## src/rtl/elevator_pkg.sv

```systemverilog
// ============================================================================
// Module      : elevator_pkg
// Description : Shared state encoding, timer width and default timings for
//               the elevator controller.
// Revision    : 1.0
// ============================================================================
`default_nettype none

package elevator_pkg;

    localparam int          TIMER_W          = 16;
    localparam logic [15:0] DEF_TRAVEL_TICKS = 16'd50;
    localparam logic [15:0] DEF_DOOR_TICKS   = 16'd100;

    localparam logic [1:0] ST_IDLE = 2'd0;
    localparam logic [1:0] ST_MOVE = 2'd1;
    localparam logic [1:0] ST_DOOR = 2'd2;
    localparam logic [1:0] ST_HALT = 2'd3;

    typedef enum logic [1:0] {
        S_IDLE = ST_IDLE,
        S_MOVE = ST_MOVE,
        S_DOOR = ST_DOOR,
        S_HALT = ST_HALT
    } state_t;

endpackage

`default_nettype wire

```

## src/rtl/elevator_ctrl_tick_timer.sv

```systemverilog
// ============================================================================
// Module      : tick_timer
// Description : Clearable, tick-enabled up counter; clear has priority.
// Revision    : 1.0
// ============================================================================
`default_nettype none

module tick_timer
    import elevator_pkg::*;
(
    input  logic               clk,
    input  logic               rst,
    input  logic               clr,
    input  logic               en,
    output logic [TIMER_W-1:0] count
);

    always_ff @(posedge clk or posedge rst) begin
        if (rst) begin
            count <= '0;
        end else if (clr) begin
            count <= '0;
        end else if (en) begin
            count <= count + TIMER_W'(1);
        end
    end

endmodule

`default_nettype wire

```

## src/rtl/elevator_ctrl.sv

```systemverilog
// ============================================================================
// Module      : elevator_ctrl
// Description : SCAN-scheduled single-car elevator controller. Optional
//               emergency stop (HALT state, estop port) under ELEV_ESTOP_EN.
// Revision    : 1.0
// ============================================================================
`default_nettype none

module elevator_ctrl
    import elevator_pkg::*;
#(
    parameter int          FLOORS       = 4,
    parameter logic [15:0] TRAVEL_TICKS = DEF_TRAVEL_TICKS,
    parameter logic [15:0] DOOR_TICKS   = DEF_DOOR_TICKS
) (
    input  logic                      clk,
    input  logic                      rst,
    input  logic                      tick,
`ifdef ELEV_ESTOP_EN
    input  logic                      estop,
`endif
    input  logic [FLOORS-1:0]         req,
    output logic [$clog2(FLOORS)-1:0] floor,
    output logic                      dir_up,
    output logic                      moving,
    output logic                      door_open,
    output logic [FLOORS-1:0]         pending
);

    localparam int                FW        = $clog2(FLOORS);
    localparam logic [FLOORS-1:0] FLOOR_LSB = {{(FLOORS-1){1'b0}}, 1'b1};
    localparam logic [FW-1:0]     TOP       = FW'(FLOORS-1);

    state_t               r_state;
    state_t               w_state_nxt;
    logic [FW-1:0]        w_floor_nxt;
    logic [FW-1:0]        w_nf;
    logic                 w_dir_nxt;
    logic [FLOORS-1:0]    w_pend_nxt;
    logic [FLOORS-1:0]    w_pend_set;
    logic [FLOORS-1:0]    w_at;
    logic [FLOORS-1:0]    w_below;
    logic [FLOORS-1:0]    w_above;
    logic [FLOORS-1:0]    w_at_nf;
    logic [FLOORS-1:0]    w_below_nf;
    logic [FLOORS-1:0]    w_above_nf;
    logic                 w_up_call;
    logic                 w_dn_call;
    logic                 w_travel_done;
    logic                 w_door_done;
    logic                 w_hold;
    logic                 w_step_clr;
    logic                 w_tmr_clr;
    logic                 w_tmr_en;
    logic                 w_estop;
    logic [TIMER_W-1:0]   w_count;

`ifdef ELEV_ESTOP_EN
    assign w_estop = estop;
`else
    assign w_estop = 1'b0;
`endif

    assign w_pend_set = pending | req;
    assign w_at       = FLOOR_LSB << floor;
    assign w_below    = w_at - FLOOR_LSB;
    assign w_above    = ~(w_below | w_at);
    assign w_nf       = dir_up ? floor + FW'(1) : floor - FW'(1);
    assign w_at_nf    = FLOOR_LSB << w_nf;
    assign w_below_nf = w_at_nf - FLOOR_LSB;
    assign w_above_nf = ~(w_below_nf | w_at_nf);
    assign w_up_call  = |(pending & w_above);
    assign w_dn_call  = |(pending & w_below);

    assign w_travel_done = tick && (w_count == TRAVEL_TICKS - 16'd1);
    assign w_door_done   = tick && (w_count == DOOR_TICKS - 16'd1);
    assign w_hold        = (r_state == S_DOOR) && |(req & w_at);

    always_comb begin
        w_state_nxt = r_state;
        w_floor_nxt = floor;
        w_dir_nxt   = dir_up;
        w_pend_nxt  = w_pend_set;
        w_step_clr  = 1'b0;
        case (r_state)
            S_IDLE: begin
                if (|(pending & w_at)) begin
                    w_state_nxt = S_DOOR;
                    w_pend_nxt  = w_pend_set & ~w_at;
                    if (floor == '0) begin
                        w_dir_nxt = 1'b1;
                    end else if (floor == TOP) begin
                        w_dir_nxt = 1'b0;
                    end
                end else if (w_up_call && (dir_up || !w_dn_call)) begin
                    w_state_nxt = S_MOVE;
                    w_dir_nxt   = 1'b1;
                end else if (w_dn_call) begin
                    w_state_nxt = S_MOVE;
                    w_dir_nxt   = 1'b0;
                end
            end
            S_MOVE: begin
                if (w_travel_done) begin
                    w_floor_nxt = w_nf;
                    w_step_clr  = 1'b1;
                    if (|(w_pend_set & w_at_nf)) begin
                        w_state_nxt = S_DOOR;
                        w_pend_nxt  = w_pend_set & ~w_at_nf;
                    end else if (!(dir_up ? |(w_pend_set & w_above_nf)
                                          : |(w_pend_set & w_below_nf))) begin
                        w_state_nxt = S_IDLE;
                    end
                end
            end
            S_DOOR: begin
                // A call at the open floor holds the door instead of re-latching.
                if (w_hold) begin
                    w_step_clr = 1'b1;
                    w_pend_nxt = pending | (req & ~w_at);
                end else if (w_door_done) begin
                    w_state_nxt = S_IDLE;
                end
            end
`ifdef ELEV_ESTOP_EN
            S_HALT: begin
                if (!w_estop) begin
                    w_state_nxt = S_IDLE;
                end
            end
`endif
            default: begin
                w_state_nxt = S_IDLE;
            end
        endcase
        if (w_estop) begin
            w_state_nxt = S_HALT;
            w_floor_nxt = floor;
            w_dir_nxt   = dir_up;
            w_pend_nxt  = w_pend_set;
            w_step_clr  = 1'b0;
        end
    end

    // HALT entry keeps the count frozen; leaving HALT clears it like any entry.
    assign w_tmr_clr = w_step_clr ||
                       ((w_state_nxt != r_state) && (w_state_nxt != S_HALT));
    assign w_tmr_en  = tick && ((r_state == S_MOVE) || (r_state == S_DOOR));

    tick_timer u_timer (
        .clk   (clk),
        .rst   (rst),
        .clr   (w_tmr_clr),
        .en    (w_tmr_en),
        .count (w_count)
    );

    always_ff @(posedge clk or posedge rst) begin
        if (rst) begin
            r_state   <= S_IDLE;
            floor     <= '0;
            dir_up    <= 1'b1;
            pending   <= '0;
            moving    <= 1'b0;
            door_open <= 1'b0;
        end else begin
            r_state   <= w_state_nxt;
            floor     <= w_floor_nxt;
            dir_up    <= w_dir_nxt;
            pending   <= w_pend_nxt;
            moving    <= (w_state_nxt == S_MOVE);
            door_open <= (w_state_nxt == S_DOOR);
        end
    end

endmodule

`default_nettype wire

```

## config.mk

```make
export PLATFORM = sky130hd
export DESIGN_NAME = elevator_ctrl
export DESIGN_NICKNAME = d
export VERILOG_FILES = /design/src/rtl/elevator_pkg.sv /design/src/rtl/elevator_ctrl_tick_timer.sv /design/src/rtl/elevator_ctrl.sv
export SDC_FILE = /design/constraint.sdc
export NUM_CORES = 1
export LEC_CHECK = 0
export ABC_AREA = 0
export BUFFER_PORTS_ARGS = -buffer_cell sky130_fd_sc_hd__buf_4
export CAP_MARGIN = 20
export CELL_PAD_IN_SITES_DETAIL_PLACEMENT = 0
export CELL_PAD_IN_SITES_GLOBAL_PLACEMENT = 1
export CORE_MARGIN = 2
export CORE_UTILIZATION = 42
export DETAILED_ROUTE_END_ITERATION = 12
export PLACE_DENSITY = 0.77
export SLEW_MARGIN = 0
export SYNTH_ARGS = -nofsm -noshare
export SYNTH_HDL_FRONTEND = slang
export SYNTH_SLANG_ARGS = --single-unit
```

## constraint.sdc

```tcl
create_clock -name clk -period 2.68 [get_ports clk]
set_input_delay 0.268 -clock clk [delete_from_list [all_inputs] [get_ports clk]]
set_output_delay 0.268 -clock clk [all_outputs]
set_load 0.03 [all_outputs]
```

# --- Word level (Yosys, flattened, before mapping) ---
# Index checks and enable logic that the tools add are counted.
word_totals:
  ff_bits: 27
  input_bits: 7
  output_inout_bits: 9
  word_cells: 91
classes:
  n_addsub: 5
  n_eq_ne: 10
  shifts: 2
  mux: 26
  bitwise: 18
  n_reduce_logical: 23
op_table:
  columns: ["operator", "n"]
  rows:
  - ["$and A4 B4 Y4", 10]
  - ["$mux W16", 2]
  - ["$reduce_or A4 Y1", 7]
  - ["$mux W2", 9]
  - ["$add A16 B1 Y16 const B", 1]
  - ["$eq A16 B6 Y1 const B", 1]
  - ["$eq A16 B7 Y1 const B", 1]
  - ["$mux W4", 4]
  - ["$not A4 Y4", 4]
  - ["$or A4 B4 Y4", 4]
  - ["$pmux W4 S3", 1]
  - ["$mux W1", 8]
  - ["$shl A1 B2 Y4 const A", 2]
  - ["$sub A4 B1 Y4 const B", 2]
  - ["$eq A2 B2 Y1 const B", 3]
  - ["$logic_and A1 B1 Y1", 6]
  - ["$pmux W2 S3", 1]
  - ["$eq A2 B1 Y1 const B", 2]
  - ["$logic_not A2 Y1", 2]
  - ["$logic_or A1 B1 Y1", 3]
  - ["$ne A3 B1 Y1 const B", 1]
  - ["$reduce_and A3 Y1", 1]
  - ["$reduce_bool A3 Y1", 1]
  - ["$add A2 B1 Y2 const B", 1]
  - ["7 further kinds", 7]

# --- Longest topological paths before layout ---
logic_depth:
  ltp_word: 17
  depth_mapped: 12
  depth_no_buf: 10

# --- Modules after synthesis ---
# A second synthesis with hierarchy kept.
hier_totals:
  cells_unflattened: 227
  hier_area_um2: 1989.4
by_module_without_submodules:
  columns: ["module", "n_inst", "cells_each", "area_per_inst_um2", "seq_area_each_um2"]
  rows:
  - ["elevator_ctrl", 1, 145, 1181.1, 276.5]
  - ["tick_timer", 1, 82, 808.3, 400.4]

# --- Worst setup path before layout ---
# No wires, ideal clock.
synth_path:
  path_kind: "register -> register"
  start: "register floor[0]"
  end: "register u_timer.count[0]"
  setup_time_ns: 0.123
  t_arrival_ns: 2.872
  slack_ns: -0.315
  path_stages_with_launch: 11
  n_path_buf: 2
  synth_period_minus_slack_ns: 2.995
  path_cell_list: "dfrtp_1 -> clkbuf_1 -> inv_1 -> ha_1 -> xnor2_1 -> o22ai_1 -> o31ai_1 -> a311oi_2 -> o41ai_4 -> buf_4 -> nor3_2"
synth_between:
  elab_chain_len: 17
  word_cells_on_any_way: 46
synth_lines:
  columns: ["item", "line_no", "source"]
  rows:
  - ["start, declared", "elevator_ctrl.sv:23", "output logic [$clog2(FLOORS)-1:0] floor,"]
  - ["start signal, assigned", "elevator_ctrl.sv:168", "floor <= w_floor_nxt;"]
  - ["$sub A2 B1 Y2 / $add A2 B1 Y2 (equally long branches)", "elevator_ctrl.sv:68", "assign w_nf = dir_up ? floor + FW'(1) : floor - FW'(1);"]
  - ["$mux W2 *", "elevator_ctrl.sv:68", null]
  - ["net w_nf[0]", "elevator_ctrl.sv:37", "logic [FW-1:0] w_nf;"]
  - ["$shl A1 B2 Y4 *", "elevator_ctrl.sv:69", "assign w_at_nf = FLOOR_LSB << w_nf;"]
  - ["$sub A4 B1 Y4", "elevator_ctrl.sv:70", "assign w_below_nf = w_at_nf - FLOOR_LSB;"]
  - ["$or A4 B4 Y4", "elevator_ctrl.sv:71", "assign w_above_nf = ~(w_below_nf | w_at_nf);"]
  - ["$not A4 Y4", "elevator_ctrl.sv:71", null]
  - ["$and A4 B4 Y4", "elevator_ctrl.sv:110", "end else if (!(dir_up ? |(w_pend_set & w_above_nf)"]
  - ["[... 2 more ...]", null, null]
  - ["$mux W2", "elevator_ctrl.sv:110", null]
  - ["$mux W2 *", "elevator_ctrl.sv:107", "if (|(w_pend_set & w_at_nf)) begin"]
  - ["$mux W2 *", "elevator_ctrl.sv:104", "if (w_travel_done) begin"]
  - ["$pmux W2 S3 *", "elevator_ctrl.sv:85", "case (r_state)"]
  - ["$ne A2 B2 Y1", "elevator_ctrl.sv:147", "((w_state_nxt != r_state) && (w_state_nxt != S_HALT));"]
  - ["$logic_and A1 B1 Y1 *", "elevator_ctrl.sv:147", null]
  - ["$logic_or A1 B1 Y1 *", "elevator_ctrl.sv:146", "assign w_tmr_clr = w_step_clr ||"]
  - ["$mux W16 / $reduce_bool A2 Y1 (equally long branches)", null, null]
  - ["end signal, assigned", "elevator_ctrl_tick_timer.sv:24", "count <= count + TIMER_W'(1);"]
  - ["end, declared", "elevator_ctrl_tick_timer.sv:15", "output logic [TIMER_W-1:0] count"]
# The timed path passes the listed nets; every way through them passes the cells marked *.
# A chain may end at the register's enable or synchronous reset.

# --- Worst setup path after layout ---
layout_path:
  start: "register u_timer.count[12]"
  end: "register u_timer.count[1]"
layout_between:
  elab_chain_len: 9
  word_cells_on_any_way: 16
layout_lines:
  columns: ["item", "line_no", "source"]
  rows:
  - ["$eq A16 B7 Y1", "elevator_ctrl.sv:76", "assign w_door_done = tick && (w_count == DOOR_TICKS - 16'd1);"]
  - ["$logic_and A1 B1 Y1", "elevator_ctrl.sv:76", null]
  - ["$mux W2", "elevator_ctrl.sv:121", "end else if (w_door_done) begin"]
  - ["$mux W2", "elevator_ctrl.sv:118", "if (w_hold) begin"]
  - ["$pmux W2 S3", "elevator_ctrl.sv:85", null]
  - ["$ne A2 B2 Y1", "elevator_ctrl.sv:147", null]
  - ["$logic_and A1 B1 Y1", "elevator_ctrl.sv:147", null]
  - ["$logic_or A1 B1 Y1 *", "elevator_ctrl.sv:146", null]
  - ["$mux W16 / $reduce_bool A2 Y1 (equally long branches)", null, null]
# Every way passes the cells marked *; elsewhere a longest branch is shown, timed or not.

==> out/results.txt <==
CTS buffer count -> 3
Status -> complete, but fails checks
Fin. max-slew vios -> 0
Initial DRC Count -> 108
Clock sinks -> 27
Via Count -> 1775
FF-to-FF End -> u_timer.count[1]$_DFFE_PP0P_
Seq cells post-synth -> 27
Synthesized cell area -> 2050 µm²
WL met1 -> 2470 µm
Clock root cell -> clkbuf_8
Distinct cells, synth -> 50
Metal3 WL -> 156 µm
Vias in the first global route -> 1689
Worst reg2reg path startpoint -> u_timer.count[12]$_DFFE_PP0P_
Unrepaired setup endpoints after global routing -> yes
Post-synth EDFFs -> 0
First-pass GRT wire length -> 8090 µm
Hold Path Class -> in2async
Slew @ Worst Pin -> 0.745 ns
Dpl ws -> -0.00533 ns
Placed cell areas -> 2430 µm²
Final WS setup -> -0.0516 ns
Maximum clock frequency -> 366 MHz
Top area cells in the synthesized netlist -> dfrtp_1 (32%), ha_1 (7.3%), nor3_2 (4.4%)
Initial Util -> 43.5%
Die W -> 73.9 µm
Layout cells sized above 1 -> 33.2%
Mapped Cells -> 221
Synth Area per Inst -> 9.30 µm²
Cell count after placement -> 320
Synth top area share -> 31.7%
Total Wirelength -> 5020 µm
Core Area -> 4720 µm²
Slew HR -> 50.3%
Finished Core Util -> 55.0%
Die Area -> 5470 µm²
Tmin final -> 2.73 ns
Setup crit start -> u_timer.count[12]$_DFFE_PP0P_
GR Overflow Total -> 0
Drt wl/cell -> 15.3 µm
Post-route ant nets -> 0
Clock latency at the later pin of the worst-skew pair -> 0.27 ns
CTS Hold Buffers Added -> 0
CTS max path bufs -> 2
Period utilization -> 102%
Drt first pass iters -> 4
Gr usage total -> 18.8%
Pin count of the biggest net entering global routing -> 19
Finished Cell Area -> 2600 µm²
Ant. Diodes -> 0
# IOs -> 16
Setup crit end kind -> flop
Hold Vio Cnt, Final -> 0
Top Layer Used -> met4
IO buf count -> 15
Cells on worst reg2reg path -> 9
Drt via density -> 5.40
CP arrival -> 2.90 ns
Reg2Reg Setup Slack -> -0.05 ns
CP Class -> reg2reg
Fin cells -> 329
# setup viols final -> 4
Max VDD drop -> 0.353 mV
Drt drc -> 0
WL met2 -> 2370 µm
Most frequent cells in the layout -> buf_4 (45), dfrtp_1 (24), nand2_1 (22)
Worst-path clk slew -> 0.10 ns
Most common cell after layout, fill and taps aside -> buf_4
Async SR Flop Fraction -> 100%
Hold slack -> 0.116 ns
YS warnings -> 0
Crit path to -> u_timer.count[1]$_DFFE_PP0P_
Seq/Total Area, Yosys -> 32.9%
Critical Path Source Type -> flop
Max-cap viol count -> 0
Initial antenna violation count -> 0
Yosys top cell by area -> dfrtp_1
Gpl congestion -> 0.883
H-tree lvl count -> 1
Number of cell rows -> 25
Net count after synthesis -> 240
Failing checks -> negative setup slack
WP data required -> 2.85 ns
Fin Clk Skew -> 0.00574 ns
Leak Pwr -> 1.11 nW
Final Net Count -> 282
Crit Path Max Fanout -> 8
Pwr/cell area -> 896 nW/µm²
Die H -> 73.9 µm
CTS tree -> yes
Predominant post-synthesis flop cell -> dfrtp_1
HPWL after DPL -> 3560 µm
P&R area growth vs syn -> 26.6%
==> worst min-delay path by stage <==
stage / startpoint / end / slack (ns) / cells after the start
3_5_place_dp: rst / moving$_DFF_PP0_ / 0.44 / 2
3_3_place_gp: rst / u_timer.count[13]$_DFFE_PP0P_ / 0.43 / 2
2_1_floorplan: rst / door_open$_DFF_PP0_ / 0.32 / 1
5_1_grt: rst / r_state[1]$_DFF_PP0_ / 0.18 / 2
4_1_cts: rst / moving$_DFF_PP0_ / 0.13 / 2
6_report: rst / moving$_DFF_PP0_ / 0.12 / 2
==> cells in the mapped netlist, drive strengths merged, types with 2 or more instances <==
| library cell | number |
|---|---|
| mux4 | 2 |
| nand3 | 3 |
| inv | 10 |
| nand2b | 3 |
| and2 | 4 |
| nor3 | 16 |
| nor2 | 20 |
| a31oi | 5 |
| a211oi | 4 |
| nand2 | 22 |
| or2 | 2 |
| xor2 | 9 |
| nand4b | 2 |
| xnor2 | 9 |
| ha | 12 |
| mux2i | 4 |
| o22ai | 2 |
| a21oi | 6 |
| nand4 | 7 |
| o21ai | 13 |
| and3 | 3 |
| dfrtp | 26 |
| a21o | 3 |
| a31o | 2 |
| clkbuf | 8 |
| buf | 3 |
| or4 | 3 |
| a2111oi | 2 |
==> cell families after synthesis <==
| kind of cell | Yosys count | synth area share (%) |
|---|---|---|
| buffers and inverters | 21 | 4.75 |
| xor gates and xnor gates | 18 | 7.67 |
| muxes | 6 | 4.14 |
| and+or+nand+nor | 91 | 26.4 |
| AOI/OAI and AO/OA | 46 | 16.7 |
| DFF | 27 | 32.9 |
| adders and majority gates | 12 | 7.31 |
==> flip-flops by register name, summed over array words and instances (netlist names) <==
register,flops
moving,1
u_timer.count,16
r_state,2
dir_up,1
floor,2
pending,4
door_open,1
==> per-stage QoR <==
stage          total power, W  TNS (ns)
6_report              0.00233   -0.0808
5_1_grt               0.00249     -1.51
4_1_cts               0.00213    -0.118
3_5_place_dp          0.00189  -0.00533
3_3_place_gp          0.00189         0
2_1_floorplan         0.00154    -0.381
==> report_power, final <==
| group | internal (W) | switching, W |
|---|---|---|
| Clock | 0.000104 | 0.000130 |
| Sequential | 0.000480 | 0.0000505 |
| Combinational | 0.000647 | 0.000918 |
| Total | 0.00123 | 0.00110 |
==> area by class of cell <==
class / instances / area (µm²)
Clock inverter: 1 / 5.00
Sequential cell: 27 / 679
Fill cell: 426 / 2120
Clock buffer: 3 / 41.3
Inverter: 10 / 37.5
Multi-Input combinational cell: 174 / 1370
Timing Repair Buffer: 47 / 383
Tap cell: 67 / 83.8
==> repair_timing <==
| action | in CTS | in global routing |
|---|---|---|
| resized for setup | 0 | 9 |
| cloned | 0 | 2 |
| pin swaps | 0 | 8 |
| hold endpoints to repair | 0 | 0 |
| setup buffers | 0 | 3 |
| setup endpoints to repair | 7 | 16 |
==> routing by layer <==
layer | track usage [%] | vias to the layer above
met4 | 3.84 | 0
met3 | 2.71 | 2
met5 | 0 | -
met1 | 26.8 | 864
li1 | - | 878
met2 | 30.6 | 31
==> worst max-delay path, stage by stage, from the launching register on <==
cell and delay, ns:
dfrtp_1 0.40, or4_4 0.56, nor4_4 0.36, nand2_1 0.14, a311oi_4 0.35, buf_4 0.19, o41ai_4 0.07, buf_4 0.16
buf_12 0.14, a2111oi_4 0.25
Note: power is estimated with default switching activity, not from simulation.
